[src/rtl/multichannel_delay_line_pkg.sv]
// Shared types for the multichannel delay line: output source selection per channel.
package multichannel_delay_line_pkg;

    // Where a channel's registered output comes from after an enable.
    typedef enum logic [1:0] {
        SEL_ZERO   = 2'd0,
        SEL_BYPASS = 2'd1,
        SEL_RAM    = 2'd2
    } out_sel_e;

endpackage

[src/rtl/multichannel_delay_line_channel.sv]
// One delay channel: ring RAM, saturating length register, read-address math, valid compare.
// Latency L enables (L=1 -> next edge); no backpressure, every enable is consumed.
module multichannel_delay_line_channel
    import multichannel_delay_line_pkg::*;
#(
    parameter int MAX_LENGTH = 32,
    parameter int BIT_WIDTH  = 16,
    localparam int ADDR_W    = $clog2(MAX_LENGTH),
    localparam int LEN_W     = ADDR_W + 1
) (
    input  logic                 clock,
    input  logic                 reset_n,
    input  logic                 clear,
    input  logic                 enable,
    input  logic                 length_load,
    input  logic [LEN_W-1:0]     length_in,
    input  logic [BIT_WIDTH-1:0] data_in,
    input  logic [ADDR_W-1:0]    wptr,
    input  logic [ADDR_W-1:0]    fill,
    output logic [BIT_WIDTH-1:0] data_out,
    output logic                 data_out_valid,
    output logic [LEN_W-1:0]     length_active
);

    localparam logic [LEN_W-1:0] MAX_L = LEN_W'(MAX_LENGTH);

    logic [BIT_WIDTH-1:0] mem [MAX_LENGTH];
    logic [BIT_WIDTH-1:0] ram_q;
    logic [BIT_WIDTH-1:0] byp_q;
    out_sel_e             sel;
    logic [LEN_W-1:0]     len_sat;
    logic [LEN_W-1:0]     len_m1;
    logic [ADDR_W-1:0]    raddr;
    logic                 vld_next;
    logic                 advance;

    assign advance  = enable && !clear;
    assign len_sat  = (length_in > MAX_L) ? MAX_L : length_in;
    assign len_m1   = length_active - LEN_W'(1);
    assign raddr    = wptr - len_m1[ADDR_W-1:0];
    assign vld_next = (length_active != '0) && ({1'b0, fill} >= len_m1);

    // RAM and data holding registers carry no reset so the array maps onto block RAM;
    // the non-blocking read returns the pre-write content at the same address.
    always_ff @(posedge clock) begin
        if (advance) begin
            mem[wptr] <= data_in;
            ram_q     <= mem[raddr];
            byp_q     <= data_in;
        end
    end

    always_ff @(posedge clock or negedge reset_n) begin
        if (!reset_n) begin
            length_active  <= LEN_W'(1);
            sel            <= SEL_ZERO;
            data_out_valid <= 1'b0;
        end else begin
            if (length_load) begin
                length_active <= len_sat;
            end
            if (clear) begin
                sel            <= SEL_ZERO;
                data_out_valid <= 1'b0;
            end else if (enable) begin
                data_out_valid <= vld_next;
                if (length_active == '0) begin
                    sel <= SEL_ZERO;
                end else if (length_active == LEN_W'(1)) begin
                    sel <= SEL_BYPASS;
                end else begin
                    sel <= SEL_RAM;
                end
            end
        end
    end

    // Output is a select between registered sources; reset/clear force the zero leg.
    always_comb begin
        data_out = '0;
        case (sel)
            SEL_BYPASS: data_out = byp_q;
            SEL_RAM:    data_out = ram_q;
            default:    data_out = '0;
        endcase
    end

endmodule

[src/rtl/multichannel_delay_line.sv]
// N-channel programmable sample delay with shared write pointer and fill tracking.
// Latency L_c enables per channel; no backpressure, sample strobe is always accepted.
module multichannel_delay_line
    import multichannel_delay_line_pkg::*;
#(
    parameter int CHANNELS   = 4,
    parameter int MAX_LENGTH = 32,
    parameter int BIT_WIDTH  = 16,
    localparam int ADDR_W    = $clog2(MAX_LENGTH),
    localparam int LEN_W     = ADDR_W + 1
) (
    input  logic                          clock,
    input  logic                          reset_n,
    input  logic                          clear,
    input  logic                          enable,
    input  logic                          length_load,
    input  logic [CHANNELS*LEN_W-1:0]     length_in,
    input  logic [CHANNELS*BIT_WIDTH-1:0] data_in,
    output logic [CHANNELS*BIT_WIDTH-1:0] data_out,
    output logic [CHANNELS-1:0]           data_out_valid,
    output logic [CHANNELS*LEN_W-1:0]     length_active
);

    localparam logic [ADDR_W-1:0] FILL_MAX = ADDR_W'(MAX_LENGTH - 1);

    logic [ADDR_W-1:0] wptr;
    logic [ADDR_W-1:0] fill;

    // Fill stops at MAX_LENGTH-1, enough to qualify the longest delay.
    always_ff @(posedge clock or negedge reset_n) begin
        if (!reset_n) begin
            wptr <= '0;
            fill <= '0;
        end else if (clear) begin
            wptr <= '0;
            fill <= '0;
        end else if (enable) begin
            wptr <= wptr + ADDR_W'(1);
            if (fill != FILL_MAX) begin
                fill <= fill + ADDR_W'(1);
            end
        end
    end

    for (genvar c = 0; c < CHANNELS; c++) begin : g_ch
        multichannel_delay_line_channel #(
            .MAX_LENGTH (MAX_LENGTH),
            .BIT_WIDTH  (BIT_WIDTH)
        ) u_channel (
            .clock          (clock),
            .reset_n        (reset_n),
            .clear          (clear),
            .enable         (enable),
            .length_load    (length_load),
            .length_in      (length_in[c*LEN_W +: LEN_W]),
            .data_in        (data_in[c*BIT_WIDTH +: BIT_WIDTH]),
            .wptr           (wptr),
            .fill           (fill),
            .data_out       (data_out[c*BIT_WIDTH +: BIT_WIDTH]),
            .data_out_valid (data_out_valid[c]),
            .length_active  (length_active[c*LEN_W +: LEN_W])
        );
    end

endmodule

[config.mk]
export PLATFORM = sky130hd
export DESIGN_NAME = multichannel_delay_line
export DESIGN_NICKNAME = d
export VERILOG_FILES = /design/src/rtl/multichannel_delay_line_pkg.sv /design/src/rtl/multichannel_delay_line_channel.sv /design/src/rtl/multichannel_delay_line.sv
export SDC_FILE = /design/constraint.sdc
export NUM_CORES = 2
export LEC_CHECK = 0
export ABC_AREA = 1
export CORE_MARGIN = 1
export CORE_UTILIZATION = 25
export DETAILED_ROUTE_END_ITERATION = 10
export GPL_TIMING_DRIVEN = 0
export SLEW_MARGIN = 20
export SYNTH_ARGS = -nofsm -noshare
export SYNTH_HDL_FRONTEND = slang
export SYNTH_SLANG_ARGS = --single-unit
[constraint.sdc]
create_clock -name clock -period 4.7 [get_ports clock]
set_input_delay 0.47 -clock clock [delete_from_list [all_inputs] [get_ports clock]]
set_output_delay 0.47 -clock clock [all_outputs]
set_load 0.05 [all_outputs]
==> flow_metrics.py <==
metrics = {
    "run_status": {
        "outcome": "finished clean",
    },
    "global_route": {
        "grt_start_max_net_pins": 71,
        "grt_first_pass_wirelength_um": 431700,
        "grt_pass1_vias": 63015,
        "gr-usage-all-layers_pct": 15.09,
        "antenna_found_initial": 16,
        "grt_overflow": 0,
    },
    "timing": {
        "drv_slew": 0,
        "rsz0062_at_grt": "false",
        "setup_violations": 0,
        "relSlewSlack_pct": 22.83,
        "clock.fmax_mhz": 232.4,
        "period_needed_ns": 4.303,
        "finalClockSkew_ns": 0.09195,
        "hold_viol_final": 0,
        "worst_pin_slew_ns": 1.154,
        "whs_ns": 0.05255,
        "min_period_over_period_pct": 91.55,
    },
    "run": {
        "drv_cap": 0,
    },
    "yosys": {
        "synth.area.top_cells": "edfxtp_1, nand2_1, nand3_1",
        "synth_warnings": 0,
        "ys_ff_latch": 2222,
        "avgSynthCellArea_um2": 10.33,
        "netlist_area_um2": 96180,
        "async_reset_ff_share_pct": 2.070,
        "synth_top_area_cell": "edfxtp_1",
        "synth_top_area_share_pct": 67.94,
        "synth_cell_types": 31,
        "synth_most_common_cell": "nand2_1",
        "synth_nets": 9457,
        "netlist_instances": 9310,
        "synth-edff-count": 2176,
        "ys_seq_area_share_pct": 69.14,
        "synthTopCellsByCount": "nand2_1, edfxtp_1, nand3_1",
        "ys.flop_type": "edfxtp_1",
    },
    "setup_path": {
        "arrival_ns": 4.83,
        "cp_max_fo": 70,
        "path_class": "primary input to flip-flop",
        "crit_path_end_kind": "flip-flop",
        "cp-start-kind": "primary input",
        "crit_required_ns": 5.23,
    },
    "clocking": {
        "cts.sinks": 2222,
        "clk_pin_slew_ns": 0.06,
        "numCtsBuffers": 212,
        "clockRootBuffer": "clkbuf_16",
        "postCtsSetupBuffers": 0,
        "cts_tree": "yes",
        "cts-htree-levels": 4,
        "clock_latency_ns": 0.90,
        "clockBufferDepth": 4,
    },
    "finish": {
        "syn_to_final_growth_pct": 20.36,
        "drive_gt1_share_pct": 9.101,
        "ff_latch_area_um2": 66500,
        "multiInputGateArea_um2": 23220,
        "nFillCells": 38333,
        "stdcell_count": 15141,
        "nets": 10073,
        "post-route-util_pct": 30.26,
    },
    "floorplan": {
        "fp.dieW_um": 622.3,
        "start_util_pct": 25.14,
        "pin_count": 185,
        "rows": 227,
        "dieHeight_um": 622.3,
        "die_area_um2": 387200,
        "coreArea_um2": 382600,
    },
    "placed_design": {
        "portBuffers": 184,
        "dp.cells": 14715,
        "place.gp.congestion": 0.9255,
        "dp_hpwl_um": 211200,
    },
    "drt": {
        "drt_iter0_markers": 6296,
        "drc": 0,
        "viasPerCell": 4.421,
        "dr.pass1.iters": 6,
        "highest_layer": "met5",
        "wl_met1_um": 117800,
        "postRouteAntennaNets": 0,
        "wl_met3_um": 19770,
        "dr_wl_met2_um": 146800,
        "drt-wirelength-per-cell_um": 19.96,
        "drt-total-wl_um": 302100,
        "num_vias": 66933,
    },
    "pwr": {
        "p_leak_nw": 46.74,
        "peakVddDrop_mv": 0.3372,
        "power.density_nw_per_um2": 447.4,
    },
    "min_path": {
        "hold_class": "primary input to flip-flop",
    },
}
==> final cells by class <==
cell class              instances  area share, %
diodes                          5        0.01081
plain buffers                 481          1.889
clock buffers                 247          4.805
clock inverters               139          1.284
inverters                    1206          3.910
multi-input cells            5399          20.06
flip-flops and latches       2222          57.44
well taps                    5038          5.445
repair buffers                404          5.153
==> report_power, final <==
| group | switching [mW] | internal (mW) | total [mW] |
|---|---|---|---|
| Combinational | 8.72 | 3.24 | 12.0 |
| Clock | 7.61 | 10.0 | 17.6 |
| Sequential | 0.129 | 22.1 | 22.2 |
| Total | 16.5 | 35.3 | 51.8 |
==> critical path, cell delays in order <==
cell and delay (ns):
clkdlybuf4s50_1 0.78, inv_1 0.16, nor2_2 0.65, buf_8 0.53, buf_16 0.30, nand2_1 0.56, nor2_4 0.80, buf_12 0.27
buf_12 0.21
==> worst paths after layout <==
check                      slack, ns  cells past startpoint                                              to                                    startpoint
hold reg to reg                 0.49                      2    g_ch[2].u_channel.data_out_valid$_DFFE_PN0P_  g_ch[2].u_channel.data_out_valid$_DFFE_PN0P_
setup reg to reg                0.50                     14            g_ch[1].u_channel.ram_q[5]$_DFFE_PP_                           wptr[0]$_DFFE_PN0P_
hold / removal                  0.05                      2          g_ch[1].u_channel.mem[31][0]$_DFFE_PP_                                   data_in[16]
setup / recovery                0.40                      9         g_ch[2].u_channel.mem[16][11]$_DFFE_PP_                                        enable
min in group asynchronous       0.10                      3  g_ch[1].u_channel.length_active[1]$_DFFE_PN0P_                                       reset_n
max in group asynchronous       3.51                      3    g_ch[2].u_channel.data_out_valid$_DFFE_PN0P_                                       reset_n
==> cell families after synthesis <==
kind of cell	after synthesis	share of synthesized area, %
simple gates	5214	22.42
fa+ha+maj	54	0.7337
buf+inv	1689	6.973
flops	2222	69.14
compound gates	127	0.7012
xor+xnor	4	0.03642
==> metal layers <==
| layer | track usage [%] | vias up |
|---|---|---|
| met4 | 8.003 | 14 |
| met3 | 1.870 | 555 |
| met1 | 18.48 | 32234 |
| li1 | - | 31721 |
| met2 | 25.91 | 2409 |
| met5 | 0 | - |
==> metrics by stage <==
step / setup WS [ns] / setup TNS [ns] / power, mW / area, um^2
3_3_place_gp: -6.477 / - / 34.29 / 104400
3_5_place_dp: -0.5592 / -100.40 / 34.44 / 108300
6_report: 0.3974 / 0 / 51.80 / 115800
5_1_grt: 0.1417 / 0 / 53.72 / 115800
4_1_cts: 0.06245 / 0 / 51.94 / 115800
2_1_floorplan: -0.5323 / -817.61 / 29.57 / 96240
==> cell usage in the layout, fill, tap and decap left out, types with 115 or more instances in the layout <==
cell type / synthesis / layout
buf_12: 0 / 127
buf_2: 263 / 328
clkbuf_1: 147 / 169
clkbuf_16: 0 / 217
clkdlybuf4s50_1: 0 / 116
clkinv_1: 82 / 115
edfxtp_1: 2176 / 2176
inv_1: 1117 / 1117
nand2_1: 3612 / 3612
nand3_1: 1509 / 1509
==> registers in the layout, indices dropped and copies added (netlist names) <==
name / cells
g_ch.u_channel.byp_q: 64
g_ch.u_channel.sel: 8
wptr: 5
g_ch.u_channel.data_out_valid: 4
g_ch.u_channel.mem: 2048
g_ch.u_channel.length_active: 24
g_ch.u_channel.ram_q: 64
fill: 5
==> timing repair <==
item                                   4_1_cts  5_1_grt
gates cloned                                 0        0
gates resized for setup                      1        1
endpoints found under the hold margin      204        0
hold buffers                                37        0
setup endpoints to repair                    1        2
Power figures use the tool's default switching activity.
